$ cat src/rtl/algo_2ror1w_req_sched_pkg.sv
// Shared types and helpers for the 2R/1W request scheduler: read-port count,
// per-port return tag and the round-robin pointer advance.
package algo_2ror1w_req_sched_pkg;

   localparam int NUM_RD_PORTS = 2;
   localparam int MAX_BITCLNT  = 4;

   // Client id is sized for the largest supported client count (16).
   typedef struct packed {
      logic                   vld;
      logic [MAX_BITCLNT-1:0] id;
   } rd_tag_t;

   function automatic int unsigned rr_next(input int unsigned idx, input int unsigned n);
      return (idx + 1 >= n) ? 0 : idx + 1;
   endfunction

endpackage

$ cat src/rtl/algo_2ror1w_req_sched_if.sv
// Client- and macro-side signal bundle of the 2R/1W request scheduler.
interface algo_2ror1w_req_sched_if #(
   parameter int NUMCLNT = 4,
   parameter int WIDTH   = 32,
   parameter int BITADDR = 13
);
   logic                       ready;
   logic [NUMCLNT-1:0]         cl_read;
   logic [NUMCLNT*BITADDR-1:0] cl_adr;
   logic [NUMCLNT-1:0]         cl_gnt;
   logic [NUMCLNT-1:0]         cl_vld;
   logic [NUMCLNT*WIDTH-1:0]   cl_dout;
   logic                       wr_req;
   logic [BITADDR-1:0]         wr_adr_in;
   logic [WIDTH-1:0]           wr_din;
   logic                       wr_gnt;
   logic [1:0]                 read;
   logic [2*BITADDR-1:0]       rd_adr;
   logic [1:0]                 rd_vld;
   logic [2*WIDTH-1:0]         rd_dout;
   logic                       write;
   logic [BITADDR-1:0]         wr_adr;
   logic [WIDTH-1:0]           din;
   logic                       refr;
   logic                       tag_err;

   modport slave (
      input  ready, cl_read, cl_adr, wr_req, wr_adr_in, wr_din, rd_vld, rd_dout,
      output cl_gnt, cl_vld, cl_dout, wr_gnt, read, rd_adr, write, wr_adr, din, refr, tag_err
   );

   modport master (
      output ready, cl_read, cl_adr, wr_req, wr_adr_in, wr_din, rd_vld, rd_dout,
      input  cl_gnt, cl_vld, cl_dout, wr_gnt, read, rd_adr, write, wr_adr, din, refr, tag_err
   );
endinterface

$ cat src/rtl/algo_2ror1w_req_sched_tag_pipe.sv
// Per-read-port tag delay line: carries {valid, client id} from issue to the
// cycle the macro returns data for that read.
module algo_sched_tag_pipe
   import algo_2ror1w_req_sched_pkg::*;
#(
   parameter int RD_DELAY = 3,
   parameter int BITCLNT  = 2
) (
   input  logic               clk,
   input  logic               rst,
   input  logic               in_vld,
   input  logic [BITCLNT-1:0] in_id,
   output rd_tag_t            out_tag
);

   rd_tag_t stage_q [RD_DELAY];
   rd_tag_t stage_d [RD_DELAY];

   always_comb begin
      stage_d[0].vld = in_vld;
      stage_d[0].id  = MAX_BITCLNT'(in_id);
      for (int i = 1; i < RD_DELAY; i++) begin
         stage_d[i] = stage_q[i-1];
      end
   end

   always_ff @(posedge clk or posedge rst) begin
      if (rst) begin
         for (int i = 0; i < RD_DELAY; i++) begin
            stage_q[i] <= '0;
         end
      end else begin
         stage_q <= stage_d;
      end
   end

   assign out_tag = stage_q[RD_DELAY-1];

endmodule

$ cat src/rtl/algo_2ror1w_req_sched.sv
// Round-robin read scheduler, write pass-through and refresh insertion in front
// of the 2R/1W macro. Refresh insertion is built only with ALGO_SCHED_REFR_EN.
module algo_2ror1w_req_sched
   import algo_2ror1w_req_sched_pkg::*;
#(
   parameter int NUMCLNT  = 4,
   parameter int BITCLNT  = 2,
   parameter int WIDTH    = 32,
   parameter int BITADDR  = 13,
   parameter int RD_DELAY = 3,
   parameter int REFFREQ  = 6
) (
   input logic                    clk,
   input logic                    rst,
   algo_2ror1w_req_sched_if.slave bus
);

   logic                       blocked;
   logic                       refr_slot;
   logic [BITCLNT-1:0]         rr_ptr_q, rr_ptr_d;
   logic [NUM_RD_PORTS-1:0]    g_vld;
   logic [BITCLNT-1:0]         g_id [NUM_RD_PORTS];
   logic [BITCLNT:0]           scan_sum;
   logic [BITCLNT-1:0]         scan_idx;
   logic [BITCLNT-1:0]         last_id;
   logic [NUMCLNT-1:0]         cl_gnt;
   logic                       wr_gnt;

   logic [1:0]                 read_q, read_d;
   logic [2*BITADDR-1:0]       rd_adr_q, rd_adr_d;
   logic [BITCLNT-1:0]         rd_id_q [NUM_RD_PORTS];
   logic [BITCLNT-1:0]         rd_id_d [NUM_RD_PORTS];
   logic                       write_q, write_d;
   logic [BITADDR-1:0]         wr_adr_q, wr_adr_d;
   logic [WIDTH-1:0]           din_q, din_d;
   logic                       refr_q, refr_d;
   logic [NUMCLNT-1:0]         cl_vld_q, cl_vld_d;
   logic [NUMCLNT*WIDTH-1:0]   cl_dout_q, cl_dout_d;
   logic                       tag_err_q, tag_err_d;
   rd_tag_t                    tag [NUM_RD_PORTS];

`ifdef ALGO_SCHED_REFR_EN
   localparam int REF_W = $clog2(REFFREQ);
   logic [REF_W-1:0] ref_cnt_q, ref_cnt_d;

   // Counter parks at 0 while the macro is not ready.
   always_comb begin
      refr_slot = bus.ready && (ref_cnt_q == REF_W'(REFFREQ - 1));
      ref_cnt_d = ref_cnt_q + 1'b1;
      if (!bus.ready || ref_cnt_q == REF_W'(REFFREQ - 1)) ref_cnt_d = '0;
   end

   always_ff @(posedge clk or posedge rst) begin
      if (rst) ref_cnt_q <= '0;
      else     ref_cnt_q <= ref_cnt_d;
   end
`else
   assign refr_slot = 1'b0;
`endif

   assign blocked = !bus.ready || refr_slot;

   // Circular scan from rr_ptr: first requester takes port 0, second port 1.
   always_comb begin
      g_vld    = '0;
      g_id[0]  = '0;
      g_id[1]  = '0;
      scan_sum = '0;
      scan_idx = '0;
      cl_gnt   = '0;
      last_id  = '0;
      rr_ptr_d = rr_ptr_q;
      if (!blocked) begin
         for (int k = 0; k < NUMCLNT; k++) begin
            scan_sum = {1'b0, rr_ptr_q} + (BITCLNT+1)'(k);
            if (scan_sum >= (BITCLNT+1)'(NUMCLNT)) scan_sum = scan_sum - (BITCLNT+1)'(NUMCLNT);
            scan_idx = scan_sum[BITCLNT-1:0];
            if (bus.cl_read[scan_idx]) begin
               if (!g_vld[0]) begin
                  g_vld[0] = 1'b1;
                  g_id[0]  = scan_idx;
               end else if (!g_vld[1]) begin
                  g_vld[1] = 1'b1;
                  g_id[1]  = scan_idx;
               end
            end
         end
      end
      for (int p = 0; p < NUM_RD_PORTS; p++) begin
         if (g_vld[p]) cl_gnt[g_id[p]] = 1'b1;
      end
      if (g_vld[1])      last_id = g_id[1];
      else if (g_vld[0]) last_id = g_id[0];
      if (g_vld[0]) rr_ptr_d = BITCLNT'(rr_next(32'(last_id), NUMCLNT));
   end

   assign wr_gnt = bus.wr_req && !blocked;

   always_comb begin
      read_d   = g_vld;
      rd_adr_d = '0;
      for (int p = 0; p < NUM_RD_PORTS; p++) begin
         rd_id_d[p] = g_vld[p] ? g_id[p] : '0;
         if (g_vld[p]) rd_adr_d[p*BITADDR +: BITADDR] = bus.cl_adr[g_id[p]*BITADDR +: BITADDR];
      end
      write_d  = wr_gnt;
      wr_adr_d = wr_gnt ? bus.wr_adr_in : '0;
      din_d    = wr_gnt ? bus.wr_din : '0;
      refr_d   = refr_slot;
   end

   // Returning data is steered by the tag that left issue RD_DELAY cycles ago.
   always_comb begin
      cl_vld_d  = '0;
      cl_dout_d = cl_dout_q;
      tag_err_d = tag_err_q;
      for (int p = 0; p < NUM_RD_PORTS; p++) begin
         if (bus.rd_vld[p]) begin
            if (tag[p].vld) begin
               for (int c = 0; c < NUMCLNT; c++) begin
                  if (tag[p].id == MAX_BITCLNT'(c)) begin
                     cl_vld_d[c]                  = 1'b1;
                     cl_dout_d[c*WIDTH +: WIDTH] = bus.rd_dout[p*WIDTH +: WIDTH];
                  end
               end
            end else begin
               tag_err_d = 1'b1;
            end
         end
      end
   end

   always_ff @(posedge clk or posedge rst) begin
      if (rst) begin
         rr_ptr_q  <= '0;
         read_q    <= '0;
         rd_adr_q  <= '0;
         rd_id_q[0] <= '0;
         rd_id_q[1] <= '0;
         write_q   <= 1'b0;
         wr_adr_q  <= '0;
         din_q     <= '0;
         refr_q    <= 1'b0;
         cl_vld_q  <= '0;
         cl_dout_q <= '0;
         tag_err_q <= 1'b0;
      end else begin
         rr_ptr_q  <= rr_ptr_d;
         read_q    <= read_d;
         rd_adr_q  <= rd_adr_d;
         rd_id_q   <= rd_id_d;
         write_q   <= write_d;
         wr_adr_q  <= wr_adr_d;
         din_q     <= din_d;
         refr_q    <= refr_d;
         cl_vld_q  <= cl_vld_d;
         cl_dout_q <= cl_dout_d;
         tag_err_q <= tag_err_d;
      end
   end

   for (genvar p = 0; p < NUM_RD_PORTS; p++) begin : g_tag
      algo_sched_tag_pipe #(
         .RD_DELAY (RD_DELAY),
         .BITCLNT  (BITCLNT)
      ) u_tag_pipe (
         .clk     (clk),
         .rst     (rst),
         .in_vld  (read_q[p]),
         .in_id   (rd_id_q[p]),
         .out_tag (tag[p])
      );
   end

   assign bus.cl_gnt  = cl_gnt;
   assign bus.wr_gnt  = wr_gnt;
   assign bus.read    = read_q;
   assign bus.rd_adr  = rd_adr_q;
   assign bus.write   = write_q;
   assign bus.wr_adr  = wr_adr_q;
   assign bus.din     = din_q;
   assign bus.refr    = refr_q;
   assign bus.cl_vld  = cl_vld_q;
   assign bus.cl_dout = cl_dout_q;
   assign bus.tag_err = tag_err_q;

endmodule

$ cat src/flat_wrapper.sv
// flat-port wrapper written by rule: the top's interface ports become plain ports
module algo_2ror1w_req_sched_flat import algo_2ror1w_req_sched_pkg::*;
#(
   parameter int NUMCLNT  = 4,
   parameter int BITCLNT  = 2,
   parameter int WIDTH    = 32,
   parameter int BITADDR  = 13,
   parameter int RD_DELAY = 3,
   parameter int REFFREQ  = 6
)
  (clk, rst, bus_ready, bus_cl_read, bus_cl_adr, bus_wr_req, bus_wr_adr_in, bus_wr_din, bus_rd_vld, bus_rd_dout, bus_cl_gnt, bus_cl_vld, bus_cl_dout, bus_wr_gnt, bus_read, bus_rd_adr, bus_write, bus_wr_adr, bus_din, bus_refr, bus_tag_err);
  algo_2ror1w_req_sched_if #(.NUMCLNT(NUMCLNT), .WIDTH(WIDTH), .BITADDR(BITADDR)) bus_i ();
  input logic clk;
  input logic rst;
  input wire logic [$bits(bus_i.ready)-1:0] bus_ready;
  input wire logic [$bits(bus_i.cl_read)-1:0] bus_cl_read;
  input wire logic [$bits(bus_i.cl_adr)-1:0] bus_cl_adr;
  input wire logic [$bits(bus_i.wr_req)-1:0] bus_wr_req;
  input wire logic [$bits(bus_i.wr_adr_in)-1:0] bus_wr_adr_in;
  input wire logic [$bits(bus_i.wr_din)-1:0] bus_wr_din;
  input wire logic [$bits(bus_i.rd_vld)-1:0] bus_rd_vld;
  input wire logic [$bits(bus_i.rd_dout)-1:0] bus_rd_dout;
  output wire logic [$bits(bus_i.cl_gnt)-1:0] bus_cl_gnt;
  output wire logic [$bits(bus_i.cl_vld)-1:0] bus_cl_vld;
  output wire logic [$bits(bus_i.cl_dout)-1:0] bus_cl_dout;
  output wire logic [$bits(bus_i.wr_gnt)-1:0] bus_wr_gnt;
  output wire logic [$bits(bus_i.read)-1:0] bus_read;
  output wire logic [$bits(bus_i.rd_adr)-1:0] bus_rd_adr;
  output wire logic [$bits(bus_i.write)-1:0] bus_write;
  output wire logic [$bits(bus_i.wr_adr)-1:0] bus_wr_adr;
  output wire logic [$bits(bus_i.din)-1:0] bus_din;
  output wire logic [$bits(bus_i.refr)-1:0] bus_refr;
  output wire logic [$bits(bus_i.tag_err)-1:0] bus_tag_err;
  assign bus_i.ready = bus_ready;
  assign bus_i.cl_read = bus_cl_read;
  assign bus_i.cl_adr = bus_cl_adr;
  assign bus_i.wr_req = bus_wr_req;
  assign bus_i.wr_adr_in = bus_wr_adr_in;
  assign bus_i.wr_din = bus_wr_din;
  assign bus_i.rd_vld = bus_rd_vld;
  assign bus_i.rd_dout = bus_rd_dout;
  assign bus_cl_gnt = bus_i.cl_gnt;
  assign bus_cl_vld = bus_i.cl_vld;
  assign bus_cl_dout = bus_i.cl_dout;
  assign bus_wr_gnt = bus_i.wr_gnt;
  assign bus_read = bus_i.read;
  assign bus_rd_adr = bus_i.rd_adr;
  assign bus_write = bus_i.write;
  assign bus_wr_adr = bus_i.wr_adr;
  assign bus_din = bus_i.din;
  assign bus_refr = bus_i.refr;
  assign bus_tag_err = bus_i.tag_err;
  algo_2ror1w_req_sched #(.NUMCLNT(NUMCLNT), .BITCLNT(BITCLNT), .WIDTH(WIDTH), .BITADDR(BITADDR), .RD_DELAY(RD_DELAY), .REFFREQ(REFFREQ)) u_core (.clk(clk), .rst(rst), .bus(bus_i));
endmodule
$ cat config.mk
export PLATFORM = sky130hd
export DESIGN_NAME = algo_2ror1w_req_sched_flat
export DESIGN_NICKNAME = d
export VERILOG_FILES = /design/src/rtl/algo_2ror1w_req_sched_pkg.sv /design/src/rtl/algo_2ror1w_req_sched_if.sv /design/src/rtl/algo_2ror1w_req_sched_tag_pipe.sv /design/src/rtl/algo_2ror1w_req_sched.sv /design/src/flat_wrapper.sv
export SDC_FILE = /design/constraint.sdc
export NUM_CORES = 1
export LEC_CHECK = 0
export CORE_UTILIZATION = 49
export CTS_CLUSTER_DIAMETER = 80
export DETAILED_ROUTE_END_ITERATION = 16
export HOLD_SLACK_MARGIN = 0.03
export PLACE_DENSITY = 0.95
export SKIP_CTS_REPAIR_TIMING = 1
export SLEW_MARGIN = 20
export SYNTH_ARGS = -nofsm -noshare
export SYNTH_HDL_FRONTEND = slang
export SYNTH_HIERARCHICAL = 1
export SYNTH_SLANG_ARGS = --single-unit
$ cat constraint.sdc
create_clock -name clk -period 17.1 [get_ports clk]
set_input_delay 5.13 -clock clk [delete_from_list [all_inputs] [get_ports clk]]
set_output_delay 5.13 -clock clk [all_outputs]
set_load 0.02 [all_outputs]
==> out/results.tsv, run 1 <==
metric	value	unit
mean post-synth cell area	10.9	um^2
most frequent cell on the critical path	clkdlybuf4s50_1	
Max-Slew Margin vs Limit	31.3	%
Pwr per Cell Area	149	mW/mm^2
vias in the first global route	9346	
total track usage	31.4	%
initial antenna violation count	3	
CTS tree	built	
Post-synth EDFFs	0	
WL final	35.9	mm
LEAKAGE	6.96	nW
Core Footprint	0.0211	mm^2
largest family of logic cells by synthesized area	multiplexers	
Ys Warns	6	
Synth-to-Final Area Change	45.6	%
worst vdd ir	83.4	uV
Die ar.	0.0222	mm^2
Post-synth top flop	dfrtp_1	
Mapped Cells	971	
worst-margin pin slew	1.02	ns
Mapped Area	0.0106	mm^2
vias per cell	5.86	
fin crit share	85.5	%
Max-Cap Viols	0	
DR vias	9412	
Seq/Total Area, Yosys	54.7	%
required time worst endpoint	11.97	ns
Die Y-Extent	149	um
row count	53	
Root Buffer	clkbuf_16	
area taken by multi-input logic gates	0.00437	mm^2
filler cell count	1282	
Synth async-reset ratio	100	%
Synth Area in Simple Gates	10.7	%
Hold Vio Cnt, Final	0	
Clock Skews	0.0265	ns
Max Fanout on Critical Path	25	
gr ovfl total	0	
WP data arrival	9.49	ns
Slowest-stage cell, CP	o21ai_1	
first-pass GRT wire length	53.2	mm
Total Power	2.30	mW
CTS buffer count	24	
number of port buffers	382	
mux cell area share after synthesis	17.9	%
register area	0.00578	mm^2
RSZ-0062 raised after global routing	no	
xor/xnor share of the synthesized area	0.0829	%
Fin Setup TNS	0	ns
clock net sink count	231	
share of cells above drive strength 1	6.02	%
DR pass1 iterations	5	
hpwl dp	23.9	mm
CTS Buffer Depth	3	
wire per inst	22.4	um
Adder-Cell Fraction of Synth Area	0.331	%
minimum clock period	14.62	ns
H-tree levels	1	
clock-pin slew on the worst setup and hold paths	0.06	ns
CP peak stage delay	0.83	ns
Cell Chain, Critical Path	clkdlybuf4s50_1 > mux2i_1 > o21ai_0 > ha_1 > mux2_1 > o31ai_2 > o21ai_1 > a21o_1 > a32o_1 > clkdlybuf4s50_1	
Yosys reg bits	231	
Yosys cell types	63	
min-delay worst type	reg2reg	
largest net degree at the start of global routing	139	
post-route ant nets	0	
Initial Util	50.1	%
compound-gate portion of the synthesized area	11.8	%
Achievable Freq	68.4	MHz
Critical Path Sink Type	output port	
Final GP Congestion	0.892	
Setup CP Type	in2out	
Boundary Pins	384	
Pins Over Slew Limit	0	
clk_lat worst skew	0.53	ns
startpoint types	primary input	
outcome	finished, final reports clean	
Final nets	1484	
DRC viols	0	
die width	149	um
1st-iter DRT viols	631	
Setup-failing EPs final	0	
cell usage after synthesis (3+ instances only):
| cell type | number | area (um^2) |
|---|---|---|
| o21a_1 | 3 | 22.5 |
| a21oi_1 | 82 | 410 |
| nor2_1 | 74 | 278 |
| inv_1 | 11 | 41.3 |
| nor3_1 | 7 | 35.0 |
| o311ai_0 | 3 | 26.3 |
| and2_1 | 3 | 18.8 |
| or4_1 | 3 | 22.5 |
| dfrtp_1 | 231 | 5780 |
| o211ai_1 | 4 | 30.0 |
| o21ai_0 | 50 | 250 |
| nand2b_1 | 7 | 43.8 |
| clkbuf_1 | 53 | 199 |
| o21ai_1 | 22 | 110 |
| conb_1 | 3 | 11.3 |
| mux2_2 | 3 | 33.8 |
| nand2_1 | 73 | 274 |
| o311ai_1 | 11 | 96.3 |
| and3_1 | 45 | 282 |
| mux2_1 | 11 | 124 |
| mux2i_1 | 171 | 1710 |
| buf_2 | 16 | 80.1 |
| a31oi_1 | 3 | 18.8 |
| o22ai_1 | 14 | 87.6 |
| buf_4 | 13 | 97.6 |
| and3b_1 | 3 | 26.3 |
through the flow:
step	hold WS (ns)	setup WS (ns)	cell area, um^2	instances	util [%]
detailed placement	0.335	2.56	14500	1560	68.7
finish	0.347	2.48	15400	1606	73.0
global placement	0.332	2.73	14500	1559	68.7
floorplan	0.331	4.56	10600	973	-
global route	0.352	2.22	15400	1606	73.0
CTS	0.348	2.56	15400	1604	73.0
final timing paths:
kind	end	slack, ns	depth (start not counted)	from
min	u_core/g_tag[0].u_tag_pipe/out_tag[0]	0.35	0	u_core/g_tag[0].u_tag_pipe/stage_d[0]
max in group asynchronous	u_core/bus.rd_adr[2]	10.22	3	rst
max	bus_cl_gnt[1]	2.48	10	bus_cl_read[1]
min reg2reg	u_core/g_tag[0].u_tag_pipe/out_tag[0]	0.35	0	u_core/g_tag[0].u_tag_pipe/stage_d[0]
min in group asynchronous	u_core/g_tag[0].u_tag_pipe/stage_d[6]	5.08	2	rst
max reg2reg	u_core/bus.rd_adr[11]	13.24	8	u_core/rr_ptr_q[1]
cells by family after synthesis:
kind of cell | count (synthesis)
adders and majority gates | 3
buffers and inverters | 99
muxes | 186
DFF | 231
and+or+nand+nor | 234
AOI/OAI and AO/OA | 214
other | 3
xor gates and xnor gates | 1
routing by layer:
metal	GRT usage, %	share of wire (%)	vias up
li1	-	-	4101
met4	15.1	5.0	2
met1	35.9	35	4515
met3	9.42	11	143
met2	53.9	49	651
met5	0	0.039	-
report_power, final:
part	leakage, nW	switching [mW]	internal [mW]
clock	0.439	0.222	0.360
combinational	3.54	0.483	0.432
sequential	2.98	0.102	0.703
cells in the final DEF (no fill, tap or decap), types with 3 or more instances in the layout:
| master | count |
|---|---|
| a31oi_1 | 3 |
| nand2b_1 | 7 |
| buf_4 | 15 |
| and2_1 | 3 |
| dfrtp_1 | 231 |
| nand2_1 | 71 |
| clkbuf_16 | 24 |
| mux2_1 | 11 |
| or4_1 | 3 |
| o311ai_0 | 3 |
| nor2_1 | 73 |
| mux2_2 | 3 |
| o21ai_1 | 22 |
| bufinv_16 | 5 |
| o21ai_0 | 50 |
| o211ai_1 | 4 |
| mux2i_1 | 171 |
| inv_1 | 10 |
| o22ai_1 | 14 |
| clkinv_2 | 5 |
| and3_1 | 45 |
| o21a_1 | 3 |
| nor3_1 | 5 |
| clkbuf_8 | 6 |
| and3b_1 | 3 |
| clkdlybuf4s50_1 | 381 |
| a21oi_1 | 82 |
| o311ai_1 | 11 |
| conb_1 | 5 |
| nand2_2 | 3 |
registers in the layout, summed over array words and instances, names as in the netlist:
name and cells:
u_core/g_tag.u_tag_pipe/stage_d 12, u_core/bus.read 2, u_core/bus.tag_err 1, u_core/bus.write 1
u_core/bus.rd_adr 26, u_core/bus.cl_vld 4, u_core/bus.cl_dout 128, u_core/rd_id_q 4
u_core/bus.wr_adr 13, u_core/bus.din 32, u_core/g_tag.u_tag_pipe/out_tag 6, u_core/rr_ptr_q 2
worst max-delay path, delay by kind of cell:
kind	cells	cell delay [ns]
buf+inv	2	1.44
compound gates	5	1.93
mux	2	0.66
fa+ha+maj	1	0.32
layout make-up:
type,count,area share (%)
Antenna cell,2,0.0325
Clock buffer,32,4.49
Clock inverter,12,1.29
Inverter,13,0.366
Multi-Input combinational cell,643,28.4
Sequential cell,231,37.6
Tap cell,275,2.24
Timing Repair Buffer,398,25.6
No activity file was read; power rests on OpenSTA's default activity.
==> inputs of run 2 (changes only) <==
--- a/config.mk
+++ b/config.mk
@@ -5,11 +5,11 @@
 export SDC_FILE = /design/constraint.sdc
 export NUM_CORES = 1
 export LEC_CHECK = 0
-export CORE_UTILIZATION = 49
+export CORE_UTILIZATION = 41
 export CTS_CLUSTER_DIAMETER = 80
 export DETAILED_ROUTE_END_ITERATION = 16
 export HOLD_SLACK_MARGIN = 0.03
-export PLACE_DENSITY = 0.95
+export PLACE_DENSITY = 0.86
 export SKIP_CTS_REPAIR_TIMING = 1
 export SLEW_MARGIN = 20
 export SYNTH_ARGS = -nofsm -noshare
==> constraint.sdc (replaced) <==
create_clock -name clk -period 12.7 [get_ports clk]
set_input_delay 3.81 -clock clk [delete_from_list [all_inputs] [get_ports clk]]
set_output_delay 3.81 -clock clk [all_outputs]
set_load 0.02 [all_outputs]
==> run 2 against run 1 <==
Effect of this change:
- critical path depth rose by 1
- final area rose by 0.11%
- via count fell by 4.8%
==> out/results.tsv, run 2 (same netlist as run 1, synthesis figures left out) <==
metric	value	unit	change
max FFs per register	128		unchanged
Synth-to-Final Area Change	45.8	%	was 45.6%
Root Buffer	clkbuf_16		unchanged
Clock Skews	0.00900	ns	was 0.0265 ns
startpoint types	primary input		unchanged
most frequent cells in the layout	clkdlybuf4s50_1 (380), dfrtp_1 (231), mux2i_1 (171)		was clkdlybuf4s50_1 (381), dfrtp_1 (231), mux2i_1 (171)
clock-pin slew on the worst setup and hold paths	0.06	ns	about the same
switching share of total power	35.0	%	was 35.1%
origin of the critical flop-to-flop path	u_core/rr_ptr_q[1]		unchanged
outcome	finished, final reports clean		unchanged
Fin Setup TNS	0	ns	unchanged
minimum hold slack	0.346	ns	was 0.347 ns
Achievable Freq	86.2	MHz	
post-route ant nets	0		unchanged
row count	58		was 53
Die ar.	0.0264	mm^2	was 0.0222 mm^2
filler cell count	1992		was 1282
Slowest-stage cell, CP	clkdlybuf4s50_1		was o21ai_1
FF-to-FF setup slack	9.16	ns	was 13.24 ns
Initial Util	41.9	%	was 50.1%
DR pass1 iterations	5		unchanged
Boundary Pins	384		unchanged
Sequential Power Share	35.9	%	was 35.0%
worst hold path depth	0		unchanged
clk_lat worst skew	0.51	ns	was 0.53 ns
cell count of the worst reg-to-reg path	9		was 8
placed instance area	0.0146	mm^2	was 0.0145 mm^2
share of cells above drive strength 1	6.08	%	was 6.02%
DR vias	8964		was 9412
total track usage	24.1	%	was 31.4%
hpwl dp	22.5	mm	was 23.9 mm
Buf/Inv on CP	3		was 2
WP data arrival	7.79	ns	was 9.49 ns
Final Non-Filler Cells	1664		was 1606
1st-iter DRT viols	787		was 631
CTS buffer count	26		was 24
vias per cell	5.39		was 5.86
WL final	32.6	mm	was 35.9 mm
Critical Path Sink Type	output port		unchanged
vias in the first global route	9004		was 9346
number of port buffers	382		unchanged
Pins Over Slew Limit	0		unchanged
P_sw	1.05	mW	was 807 uW
crit path to	bus_cl_gnt[1]		unchanged
fin crit share	91.3	%	
largest net degree at the start of global routing	80		was 139
Max-Slew Margin vs Limit	36.9	%	was 31.3%
Die Y-Extent	163	um	was 149 um
Hold Vio Cnt, Final	0		unchanged
Max Fanout on Critical Path	22		was 25
Final GP Congestion	0.845		was 0.892
CP peak stage delay	0.92	ns	was 0.83 ns
worst-margin pin slew	0.947	ns	was 1.02 ns
H-tree levels	1		unchanged
minimum clock period	11.60	ns	
Crit. path cell count	11		was 10
most common cell after layout, fill and taps aside	clkdlybuf4s50_1		unchanged
Total Power	3.00	mW	was 2.30 mW
worst vdd ir	146	uV	was 83.4 uV
Setup-failing EPs final	0		unchanged
Crit path max-delay family	buffers and inverters		was compound AO/OA/AOI/OAI gates
Final Cell Area	0.0154	mm^2	about the same
LEAKAGE	6.93	nW	was 6.96 nW
gr ovfl total	0		unchanged
RSZ-0062 raised after global routing	no		unchanged
cell-internal power	1.95	mW	was 1.49 mW
most frequent cell on the critical path	clkdlybuf4s50_1		unchanged
Comb power frac	40.3	%	was 39.8%
Pwr per Cell Area	195	mW/mm^2	was 149 mW/mm^2
Core Footprint	0.0253	mm^2	was 0.0211 mm^2
Max-Cap Viols	0		unchanged
Setup CP Type	in2out		unchanged
Clock Power Share	23.9	%	was 25.3%
min-delay worst type	reg2reg		unchanged
CTS Buffer Depth	3		unchanged
CP Launch Point	bus_cl_read[3]		was bus_cl_read[1]
initial antenna violation count	1		was 3
Cell Chain, Critical Path	clkdlybuf4s50_1 > mux2i_1 > o21ai_0 > ha_1 > mux2_1 > o31ai_2 > o21ai_1 > buf_4 > a21o_1 > a32o_1 > clkdlybuf4s50_1		was clkdlybuf4s50_1 > mux2i_1 > o21ai_0 > ha_1 > mux2_1 > o31ai_2 > o21ai_1 > a21o_1 > a32o_1 > clkdlybuf4s50_1
CTS tree	built		unchanged
wire per inst	19.6	um	was 22.4 um
DRC viols	0		unchanged
first-pass GRT wire length	49.7	mm	was 53.2 mm
required time worst endpoint	8.89	ns	was 11.97 ns
clock net sink count	231		unchanged
die width	163	um	was 149 um
Reg-to-Reg End	u_core/bus.rd_adr[2]		was u_core/bus.rd_adr[11]
Final nets	1488		was 1484
placed insts	1617		was 1560
run 2: layout make-up:
class	count	area [um^2]	area share, %
flip-flops and latches	231	5780	37.5
multi-input cells	643	4380	28.4
repair buffers	400	3950	25.7
clock buffers	39	771	5.00
well taps	330	413	2.68
inverters	13	56.3	0.365
clock inverters	7	53.8	0.349
diodes	1	2.50	0.0162
run 2: how the worst min path moves through the flow:
| stage | startpoint | endpoint | slack [ns] |
|---|---|---|---|
| 5_1_grt | u_core/rd_id_q[3] | u_core/g_tag[0].u_tag_pipe/stage_d[6] | 0.35 |
| 3_3_place_gp | u_core/g_tag[1].u_tag_pipe/stage_d[9] | u_core/g_tag[1].u_tag_pipe/stage_d[4] | 0.33 |
| 2_1_floorplan | u_core/g_tag[0].u_tag_pipe/stage_d[0] | u_core/g_tag[0].u_tag_pipe/out_tag[0] | 0.33 |
| 4_1_cts | u_core/g_tag[0].u_tag_pipe/stage_d[4] | u_core/g_tag[0].u_tag_pipe/out_tag[4] | 0.35 |
| 3_5_place_dp | u_core/g_tag[0].u_tag_pipe/stage_d[4] | u_core/g_tag[0].u_tag_pipe/out_tag[4] | 0.33 |
| 6_report | u_core/g_tag[0].u_tag_pipe/stage_d[4] | u_core/g_tag[0].u_tag_pipe/out_tag[4] | 0.35 |
run 2: per-layer routing:
metal | share of wire [%] | global-route usage [%] | up-vias | wire length [um]
met1 | 38 | 28.3 | 4333 | 12400
met5 | 0.031 | 0 | - | 10
li1 | - | - | 4117 | -
met4 | 3.8 | 9.73 | 2 | 1240
met3 | 8.7 | 6.75 | 78 | 2850
met2 | 49 | 41.5 | 434 | 16100
run 2: through the flow:
step           setup slack (ns)  util [%]
3_3_place_gp               1.32      57.7
6_report                   1.10      61.0
2_1_floorplan              2.80         -
5_1_grt                   0.906      61.0
3_5_place_dp               1.15      57.7
4_1_cts                    1.15      61.0
run 2: power by group through the flow:
stage	registers, mW	logic [mW]	clock network, mW
2_1_floorplan	1.30	0.395	0
3_3_place_gp	1.08	1.18	0
3_5_place_dp	1.09	1.20	0
4_1_cts	1.08	1.21	0.737
5_1_grt	1.10	1.28	0.767
6_report	1.08	1.21	0.716
==> edit: new RTL, flow settings as in run 2 <==
`NUMCLNT` is set to 4 in 3 places; all go to 5.
--- a/src/rtl/algo_2ror1w_req_sched_if.sv
+++ b/src/rtl/algo_2ror1w_req_sched_if.sv
@@ -2,3 +2,3 @@
 interface algo_2ror1w_req_sched_if #(
-   parameter int NUMCLNT = 4,
+   parameter int NUMCLNT = 5,
    parameter int WIDTH   = 32,
--- a/src/rtl/algo_2ror1w_req_sched.sv
+++ b/src/rtl/algo_2ror1w_req_sched.sv
@@ -5,3 +5,3 @@
 #(
-   parameter int NUMCLNT  = 4,
+   parameter int NUMCLNT  = 5,
    parameter int BITCLNT  = 2,
--- a/src/flat_wrapper.sv
+++ b/src/flat_wrapper.sv
@@ -3,3 +3,3 @@
 #(
-   parameter int NUMCLNT  = 4,
+   parameter int NUMCLNT  = 5,
    parameter int BITCLNT  = 2,
Ports: changed (5 resized); port bits go from 384 to 432. No check against the original RTL was run, so the function may have changed too.
==> edit against run 2 <==
  * The run now ends with max-slew violations left
  * Maximum frequency shrank 2.3%
  * Worst setup slack worse by 0.27 ns
  * Synthesized area up 14%
  * Cell count rose by 16%
  * Sequential cell count is 33 higher
  * Non-clock buffer count grew 35
  * Total power increased by 45%
  * First-iteration DRC count fell by 3.8%
  * Wire length rose by 21%
  * Cell area increased by 13%
  * Register-to-register slack got worse by 0.85 ns
  * Clock skew increased by 0.028 ns
==> edit: results <==
[yosys]
synthCells = 1141
synth_commonest_cells = "264 x dfrtp_1, 197 x mux2i_1, 167 x a21oi_1"
synth-xor-area-share = 0.001449
synth_edf_count = 0
synth_cell_types = 61
synth_compound_area_frac = 0.1232
synth.area.top_cells = "dfrtp_1 55%, mux2i_1 16%, a21oi_1 6.9%"
async_flop_share = 1.000
muxShareOfSynthArea = 0.1709
synth_fa_ha_area_frac = 0.004140

[grt]
antenna_found_initial = 0
grt_pass1_vias = 10660
grt_usage = 0.2549
grt_start_max_net_pins = 99
grt_pass1_wl_um = 60370

[worst_hold_path]
worstHoldEndpoint = "u_core/g_tag[1].u_tag_pipe/stage_d[4]"
min_from = "u_core/g_tag[1].u_tag_pipe/stage_d[9]"

[detailed_routing]
num_vias = 10380
first_pass_iters = 5
routed_wl_um = 39550
drt_first_iter_violations = 757
wl_per_cell_um = 20.58

[timing]
timing.slew.headroom = -1.043
fmax_mhz = 84.23
clock_skew_ns = 0.03724
hold_ws_ns = 0.3431
maxSlewViolCount = 100

[placed_design]
gp_congestion = 0.9019
dp_hpwl_um = 26640
dp.cells = 1870
placedInstanceArea_um2 = 16500
place_ws_ns = 0.9304

[critical_path]
timing.rr.end = "u_core/bus.rd_adr[11]"
setup.worst_path.end = "bus_cl_gnt[0]"
r2r_setup_slack_ns = 8.31
max_stage_delay_ns = 0.72
reg2reg_from = "u_core/rr_ptr_q[0]"
r2r_cells = 10
crit_path_max_fanout = 17
crit_path_top_delay_cell = "mux4_2"

[power]
ir_drop_v = 0.0001634
swShare = 0.3936
pwr-share-seq = 0.301
top_power_group = "combinational logic"
power.leakage_nw = 8.763
clock_power_w = 0.000841
p_sw_w = 0.001707

[final_layout]
layout.nets = 1706
drive_gt1_frac = 0.05595
layout_commonest_cell = "clkdlybuf4s50_1"
largest_reg_flops = 160
n_fill_cell = 2344
syn_to_final_growth_pct = 44.62

[cts]
numCtsBuffers = 28
insertion_delay_ns = 0.57

[status]
status = "finished with violations"
violations = "max-slew violations"

[floorplan]
die_x_um = 173.7
[edit: cell types whose count changed after synthesis, moves of 12 or more]
| cell | change |
|---|---|
| nor2_1 | +92 |
| a21oi_1 | +85 |
| o21ai_0 | -41 |
| dfrtp_1 | +33 |
| mux2i_1 | +26 |
| nand2_1 | -25 |
| o21ai_1 | -21 |
| clkbuf_1 | +17 |
| a211oi_1 | +13 |
| a311oi_1 | +12 |
| nor3b_1 | +12 |
[edit: routing by layer]
metal / wire length (µm) / track usage
met5: 0 / 0
met4: 1262 / 0.08955
met3: 3486 / 0.06974
met2: 20020 / 0.4593
met1: 14790 / 0.2885
[edit: cell type report]
cell class / instances / area share
Clock inverter: 8 / 0.006012
Tap cell: 384 / 0.02748
Multi-Input combinational cell: 772 / 0.2884
Timing Repair Buffer: 435 / 0.2471
Clock buffer: 42 / 0.04881
Sequential cell: 264 / 0.3779
Inverter: 16 / 0.004151
Antenna cell: 1 / 0.0001431
